===== src/rtl/pong_score_controller.sv =====
// Pong score controller: detects paddle hits and goals from the ball and paddle
// positions, keeps both scores, and sequences serve / play / point / game-over.
// Everything advances once per game_clk tick and all outputs are registered.
//
// state    | meaning
// ---------+--------------------------------------------------------------
// ST_IDLE  | power-up, ball held at serve position, waiting for start
// ST_SERVE | ball held for SERVE_TICKS ticks before play resumes
// ST_PLAY  | ball live, hits and goals are evaluated
// ST_POINT | one tick after a goal, decides next serve or game over
// ST_OVER  | a player reached WIN_SCORE, scores frozen until start

module pong_score_controller #(
    parameter logic [9:0] LPADDLE_X   = 10'd20,
    parameter logic [9:0] RPADDLE_X   = 10'd620,
    parameter logic [9:0] PADDLE_H    = 10'd64,
    parameter logic [9:0] GOAL_MARGIN = 10'd4,
    parameter logic [7:0] SERVE_TICKS = 8'd60,
    parameter logic [3:0] WIN_SCORE   = 4'd9
) (
    input  logic       game_clk,
    input  logic       reset,
    input  logic       start,
    input  logic [9:0] x_ball,
    input  logic [9:0] y_ball,
    input  logic       x_ball_dir,
    input  logic [4:0] width_ball,
    input  logic [4:0] height_ball,
    input  logic [9:0] x_lwall,
    input  logic [9:0] x_rwall,
    input  logic [9:0] y_lpaddle,
    input  logic [9:0] y_rpaddle,
    output logic       ball_reset,
    output logic       serve_dir,
    output logic       lpaddle_hit,
    output logic       rpaddle_hit,
    output logic [3:0] score_l,
    output logic [3:0] score_r,
    output logic       game_over,
    output logic       winner
);

    typedef enum logic [2:0] {
        ST_IDLE  = 3'd0,
        ST_SERVE = 3'd1,
        ST_PLAY  = 3'd2,
        ST_POINT = 3'd3,
        ST_OVER  = 3'd4
    } state_t;

    state_t     state_q, state_d;
    logic [7:0] serve_cnt_q, serve_cnt_d;
    logic       arm_l_q, arm_l_d;
    logic       arm_r_q, arm_r_d;
    logic       ball_reset_q, ball_reset_d;
    logic       serve_dir_q, serve_dir_d;
    logic       lpaddle_hit_q, lpaddle_hit_d;
    logic       rpaddle_hit_q, rpaddle_hit_d;
    logic [3:0] score_l_q, score_l_d;
    logic [3:0] score_r_q, score_r_d;
    logic       game_over_q, game_over_d;
    logic       winner_q, winner_d;

    // 11-bit zero-extended operands so edge sums never wrap
    logic [10:0] x_ball_e, y_ball_e, width_e, height_e;
    logic [10:0] ball_right_e, ball_bottom_e;
    logic        in_play;
    logic        l_ovl, r_ovl;
    logic        l_hit_c, r_hit_c, l_goal_c, r_goal_c;

    assign x_ball_e      = {1'b0, x_ball};
    assign y_ball_e      = {1'b0, y_ball};
    assign width_e       = {6'b0, width_ball};
    assign height_e      = {6'b0, height_ball};
    assign ball_right_e  = x_ball_e + width_e;
    assign ball_bottom_e = y_ball_e + height_e;
    assign in_play       = (state_q == ST_PLAY);

    assign l_ovl = (ball_bottom_e >= {1'b0, y_lpaddle}) &&
                   (y_ball_e <= ({1'b0, y_lpaddle} + {1'b0, PADDLE_H}));
    assign r_ovl = (ball_bottom_e >= {1'b0, y_rpaddle}) &&
                   (y_ball_e <= ({1'b0, y_rpaddle} + {1'b0, PADDLE_H}));

    // Hit gated by PLAY, so hit pulses are inherently zero in every other state
    assign l_hit_c  = in_play && !x_ball_dir && (x_ball_e <= {1'b0, LPADDLE_X}) && l_ovl && arm_l_q;
    assign r_hit_c  = in_play && x_ball_dir && (ball_right_e >= {1'b0, RPADDLE_X}) && r_ovl && arm_r_q;
    assign l_goal_c = in_play && !x_ball_dir &&
                      (x_ball_e <= ({1'b0, x_lwall} + {1'b0, GOAL_MARGIN})) && !l_hit_c;
    assign r_goal_c = in_play && x_ball_dir &&
                      ((ball_right_e + {1'b0, GOAL_MARGIN}) >= {1'b0, x_rwall}) && !r_hit_c;

    // Next-state, scoring, arming and output computation
    always_comb begin
        state_d       = state_q;
        serve_cnt_d   = serve_cnt_q;
        serve_dir_d   = serve_dir_q;
        score_l_d     = score_l_q;
        score_r_d     = score_r_q;
        game_over_d   = game_over_q;
        winner_d      = winner_q;
        lpaddle_hit_d = l_hit_c;
        rpaddle_hit_d = r_hit_c;

        // One pulse per approach: disarm on a hit, re-arm once the ball turns away
        arm_l_d = arm_l_q;
        arm_r_d = arm_r_q;
        if (l_hit_c) begin
            arm_l_d = 1'b0;
        end else if (x_ball_dir) begin
            arm_l_d = 1'b1;
        end
        if (r_hit_c) begin
            arm_r_d = 1'b0;
        end else if (!x_ball_dir) begin
            arm_r_d = 1'b1;
        end

        case (state_q)
            ST_IDLE: begin
                if (start) begin
                    state_d     = ST_SERVE;
                    serve_cnt_d = 8'd0;
                end
            end
            ST_SERVE: begin
                if (serve_cnt_q == (SERVE_TICKS - 8'd1)) begin
                    state_d     = ST_PLAY;
                    serve_cnt_d = 8'd0;
                end else begin
                    serve_cnt_d = serve_cnt_q + 8'd1;
                end
            end
            ST_PLAY: begin
                if (l_goal_c) begin
                    if (score_r_q < WIN_SCORE) begin
                        score_r_d = score_r_q + 4'd1;
                    end
                    serve_dir_d = 1'b0;
                    state_d     = ST_POINT;
                end else if (r_goal_c) begin
                    if (score_l_q < WIN_SCORE) begin
                        score_l_d = score_l_q + 4'd1;
                    end
                    serve_dir_d = 1'b1;
                    state_d     = ST_POINT;
                end
            end
            ST_POINT: begin
                arm_l_d = 1'b1;
                arm_r_d = 1'b1;
                if ((score_l_q == WIN_SCORE) || (score_r_q == WIN_SCORE)) begin
                    state_d     = ST_OVER;
                    game_over_d = 1'b1;
                    winner_d    = (score_r_q == WIN_SCORE);
                end else begin
                    state_d     = ST_SERVE;
                    serve_cnt_d = 8'd0;
                end
            end
            ST_OVER: begin
                if (start) begin
                    score_l_d   = 4'd0;
                    score_r_d   = 4'd0;
                    winner_d    = 1'b0;
                    game_over_d = 1'b0;
                    state_d     = ST_SERVE;
                    serve_cnt_d = 8'd0;
                end
            end
            default: begin
                state_d     = ST_IDLE;
                serve_cnt_d = 8'd0;
            end
        endcase

        // Ball is only released while the next state is PLAY
        ball_reset_d = (state_d != ST_PLAY);
    end

    // State and output registers, synchronous reset has top priority
    always_ff @(posedge game_clk) begin
        if (reset) begin
            state_q       <= ST_IDLE;
            serve_cnt_q   <= 8'd0;
            arm_l_q       <= 1'b1;
            arm_r_q       <= 1'b1;
            ball_reset_q  <= 1'b1;
            serve_dir_q   <= 1'b1;
            lpaddle_hit_q <= 1'b0;
            rpaddle_hit_q <= 1'b0;
            score_l_q     <= 4'd0;
            score_r_q     <= 4'd0;
            game_over_q   <= 1'b0;
            winner_q      <= 1'b0;
        end else begin
            state_q       <= state_d;
            serve_cnt_q   <= serve_cnt_d;
            arm_l_q       <= arm_l_d;
            arm_r_q       <= arm_r_d;
            ball_reset_q  <= ball_reset_d;
            serve_dir_q   <= serve_dir_d;
            lpaddle_hit_q <= lpaddle_hit_d;
            rpaddle_hit_q <= rpaddle_hit_d;
            score_l_q     <= score_l_d;
            score_r_q     <= score_r_d;
            game_over_q   <= game_over_d;
            winner_q      <= winner_d;
        end
    end

    assign ball_reset  = ball_reset_q;
    assign serve_dir   = serve_dir_q;
    assign lpaddle_hit = lpaddle_hit_q;
    assign rpaddle_hit = rpaddle_hit_q;
    assign score_l     = score_l_q;
    assign score_r     = score_r_q;
    assign game_over   = game_over_q;
    assign winner      = winner_q;

endmodule


===== config.mk =====
export PLATFORM = sky130hd
export DESIGN_NAME = pong_score_controller
export DESIGN_NICKNAME = d
export VERILOG_FILES = /design/src/rtl/pong_score_controller.sv
export SDC_FILE = /design/constraint.sdc
export NUM_CORES = 1
export LEC_CHECK = 0
export CORE_UTILIZATION = 57
export DETAILED_ROUTE_END_ITERATION = 10
export GPL_ROUTABILITY_DRIVEN = 0
export PLACE_DENSITY = 0.89
export SLEW_MARGIN = 20
export SYNTH_ARGS = -nofsm -noshare
export SYNTH_HDL_FRONTEND = slang
export SYNTH_SLANG_ARGS = --single-unit
export TNS_END_PERCENT = 1

===== constraint.sdc =====
create_clock -name game_clk -period 8.5 [get_ports game_clk]
set_input_delay 1.7 -clock game_clk [delete_from_list [all_inputs] [get_ports game_clk]]
set_output_delay 1.7 -clock game_clk [all_outputs]
set_load 0.03 [all_outputs]

==> impl_results.md <==
- Status: completed
- Top-area cell type share of the netlist area: 25.6%
- Post-route DRC: 0
- CTS tree: yes
- CP Max Fanout: 9
- Initial Utilization: 58.6%
- Vias/cell: 5.91
- Cell Area, Synth: 3960 µm²
- Yosys warns: 0
- Hold WC Path Type: reg2reg
- Die area: 7290 µm²
- CTS Buf Count: 3
- Switching power of the nets: 161 µW
- Slew Viols, Final: 0
- Die height: 85.4 µm
- Post-synth top cells: ha_1 (81), inv_1 (64), nor2_1 (40)
- # diodes: 0
- Vias in the first global route: 3941
- Routed len/inst: 14.6 µm
- Top cells by area, synth: ha_1 (26%), dfxtp_1 (14%), inv_1 (6.1%)
- Clock tree buffer depth: 2
- Routed Antenna Nets: 0
- Layout Nets: 745
- Syn Nets: 664
- Count leader, synth: ha_1
- Crit path launch type: input port
- Num rows: 30
- Worst-margin pin slew: 605 ps
- Hold Violations, Final: 0
- IO buf count: 87
- Tmin final: 5760 ps
- Switching share of power: 37.3%
- DRT Pass-1 Iters: 5
- Area growth syn-to-layout: 24.0%
- Hold WS: 505 ps
- Routed wire length: 9760 µm
- Final Cycle Share: 67.7%
- Post-synthesis average cell area: 7.82 µm²
- H-Tree Depth: 1
- Die width: 85.4 µm
- Setup TNS: 0 ps
- GR Util All Layers: 27.3%
- Final Skew: 7.28 ps
- Post-synth EDFFs: 0
- Vias: 3944
- Max-Cap Viols: 0
- PD cells: 87.6 nW/µm²
- Initial antenna violation count: 0
- Seq/Total Area, Yosys: 13.6%
- Comb pwr share: 52.5%
- Predominant post-synthesis flop cell: dfxtp_1
- Synthesis-stage register bit count: 27
- CTS Sinks: 27
- Post-CTS sizing: 0
- Sequential share of power: 30.0%
- FMAX: 174 MHz
- IR drop worst, VDD: 0.0737 mV
- Filler cell count: 547
- DP Area: 4860 µm²
- Core ar.: 6760 µm²
- Post-CTS setup buffers: 0
- # hold bufs at CTS: 0
- Leak: 2.11 nW
- Crit. End Element: flip-flop
- CTS clk-pin slew, worst paths: 100 ps
- Critical path arrival: 5950 ps
- Yosys cell types: 70
- WP data required: 8690 ps
- Unrepaired setup endpoints after global routing: no
- Final Cell Area: 4910 µm²
- Largest net degree at the start of global routing: 17
- Post-synth ARST share: 0%
- Clk_lat worst skew: 280 ps
- First-pass GRT wire length: 16600 µm
- Number of setup violations in the final report: 0
- I/O pin cnt: 88
- DR iter-0 viols: 217
- Mapped Cells: 507
- P_int: 270 µW
- Clk pwr share: 17.6%
- Yosys top cell by area: ha_1
- Layout cell share with drive strength beyond 1: 4.09%
- Post-DP HPWL: 8260 µm
- Global route overflow: 0
- Critical setup path kind: in2reg
- Slew HR: 59.3%
- Root buf cell: clkbuf_8
-- path summary, 6_finish.rpt --
path              cells past startpoint  slack (ps)        endpoint      startpoint
hold reg to reg                       2         500  serve_cnt_q[5]  serve_cnt_q[5]
hold / removal                        2         500  serve_cnt_q[5]  serve_cnt_q[5]
setup reg to reg                      7        6150       serve_dir      state_q[1]
setup / recovery                     19        2740      state_q[0]       x_ball[0]
-- worst max-delay path, cell delays in order --
cell	delay (ps)
clkdlybuf4s50_1	500
ha_1	190
inv_1	60
fa_1	430
and2b_4	300
o22ai_2	90
xnor2_2	290
nand3_1	180
nor2_1	190
nand2_1	90
xnor2_1	130
ha_1	300
nand2_1	70
or4_1	520
a21oi_1	150
o41a_1	140
a31o_1	290
nand2_2	100
a221oi_2	230
-- layout make-up --
| type | count | area [µm²] | area share [%] |
|---|---|---|---|
| flip-flops and latches | 27 | 541 | 11.0 |
| multi-input cells | 405 | 3110 | 63.3 |
| inverters | 64 | 240 | 4.89 |
| clock buffers | 3 | 41.3 | 0.841 |
| well taps | 80 | 100 | 2.04 |
| clock inverters | 1 | 7.51 | 0.153 |
| repair buffers | 87 | 871 | 17.7 |
-- flip-flops by register name (all words and copies together) (netlist names) --
signal	flops
rpaddle_hit	1
state_q	3
ball_reset	1
serve_dir	1
arm_r_q	1
winner	1
game_over	1
arm_l_q	1
score_l	4
lpaddle_hit	1
serve_cnt_q	8
score_r	4
-- metal layers --
metal	global-route usage (%)	wire (µm)	up-vias	part of all wire (%)
met4	4.85	114	0	1.2
met3	2.04	435	12	4.5
met5	0	0	-	0
met2	54.8	5020	131	51
li1	-	-	1966	-
met1	31.6	4190	1835	43
-- placed cells by master (no fill, tap or decap), types with 3 or more instances in the layout --
cell type,count
a21oi_2,3
and3_1,3
o21a_1,7
clkbuf_8,3
or3_1,4
dfxtp_1,27
nor3_1,12
nor2b_1,7
inv_1,64
a211oi_1,5
nor2_1,40
a31oi_1,8
xnor2_1,21
o211ai_1,3
mux2i_1,4
nand2_1,32
nand2b_1,9
nand3_1,21
a31o_1,5
o21ai_0,26
nand4_1,15
nor3b_1,3
ha_1,81
o21bai_1,3
a21o_1,5
a21oi_1,25
xor2_1,11
clkdlybuf4s50_1,87
nand3b_1,4
and2_1,3
-- stage by stage --
| step | total power [mW] | util, % | setup slack [ps] | instances |
|---|---|---|---|---|
| floorplan | 0.276 | - | 3310 | 507 |
| global placement | 0.344 | 72.0 | 2650 | 663 |
| detailed placement | 0.356 | 72.0 | 2440 | 663 |
| CTS | 0.431 | 72.7 | 2740 | 667 |
| global route | 0.465 | 72.7 | 2410 | 667 |
| finish | 0.430 | 72.7 | 2740 | 667 |
-- power by group through the flow --
| stage | logic, mW | clock network, mW | registers [mW] |
|---|---|---|---|
| floorplan | 0.146 | 0 | 0.131 |
| global placement | 0.212 | 0 | 0.132 |
| detailed placement | 0.225 | 0 | 0.132 |
| CTS | 0.226 | 0.0762 | 0.129 |
| global route | 0.256 | 0.0805 | 0.129 |
| finish | 0.226 | 0.0756 | 0.129 |
-- logic make-up (layout without fill, tap and decap cells) --
family / count (synthesis) / in the layout / synth area share [%]
fa+ha+maj: 83 / 83 / 26.6
buf+inv: 75 / 155 / 7.83
xor+xnor: 34 / 34 / 7.89
mux: 5 / 5 / 1.29
simple gates: 168 / 168 / 22.3
compound gates: 115 / 115 / 20.5
flops: 27 / 27 / 13.6
Note: power is estimated with default switching activity, not from simulation.
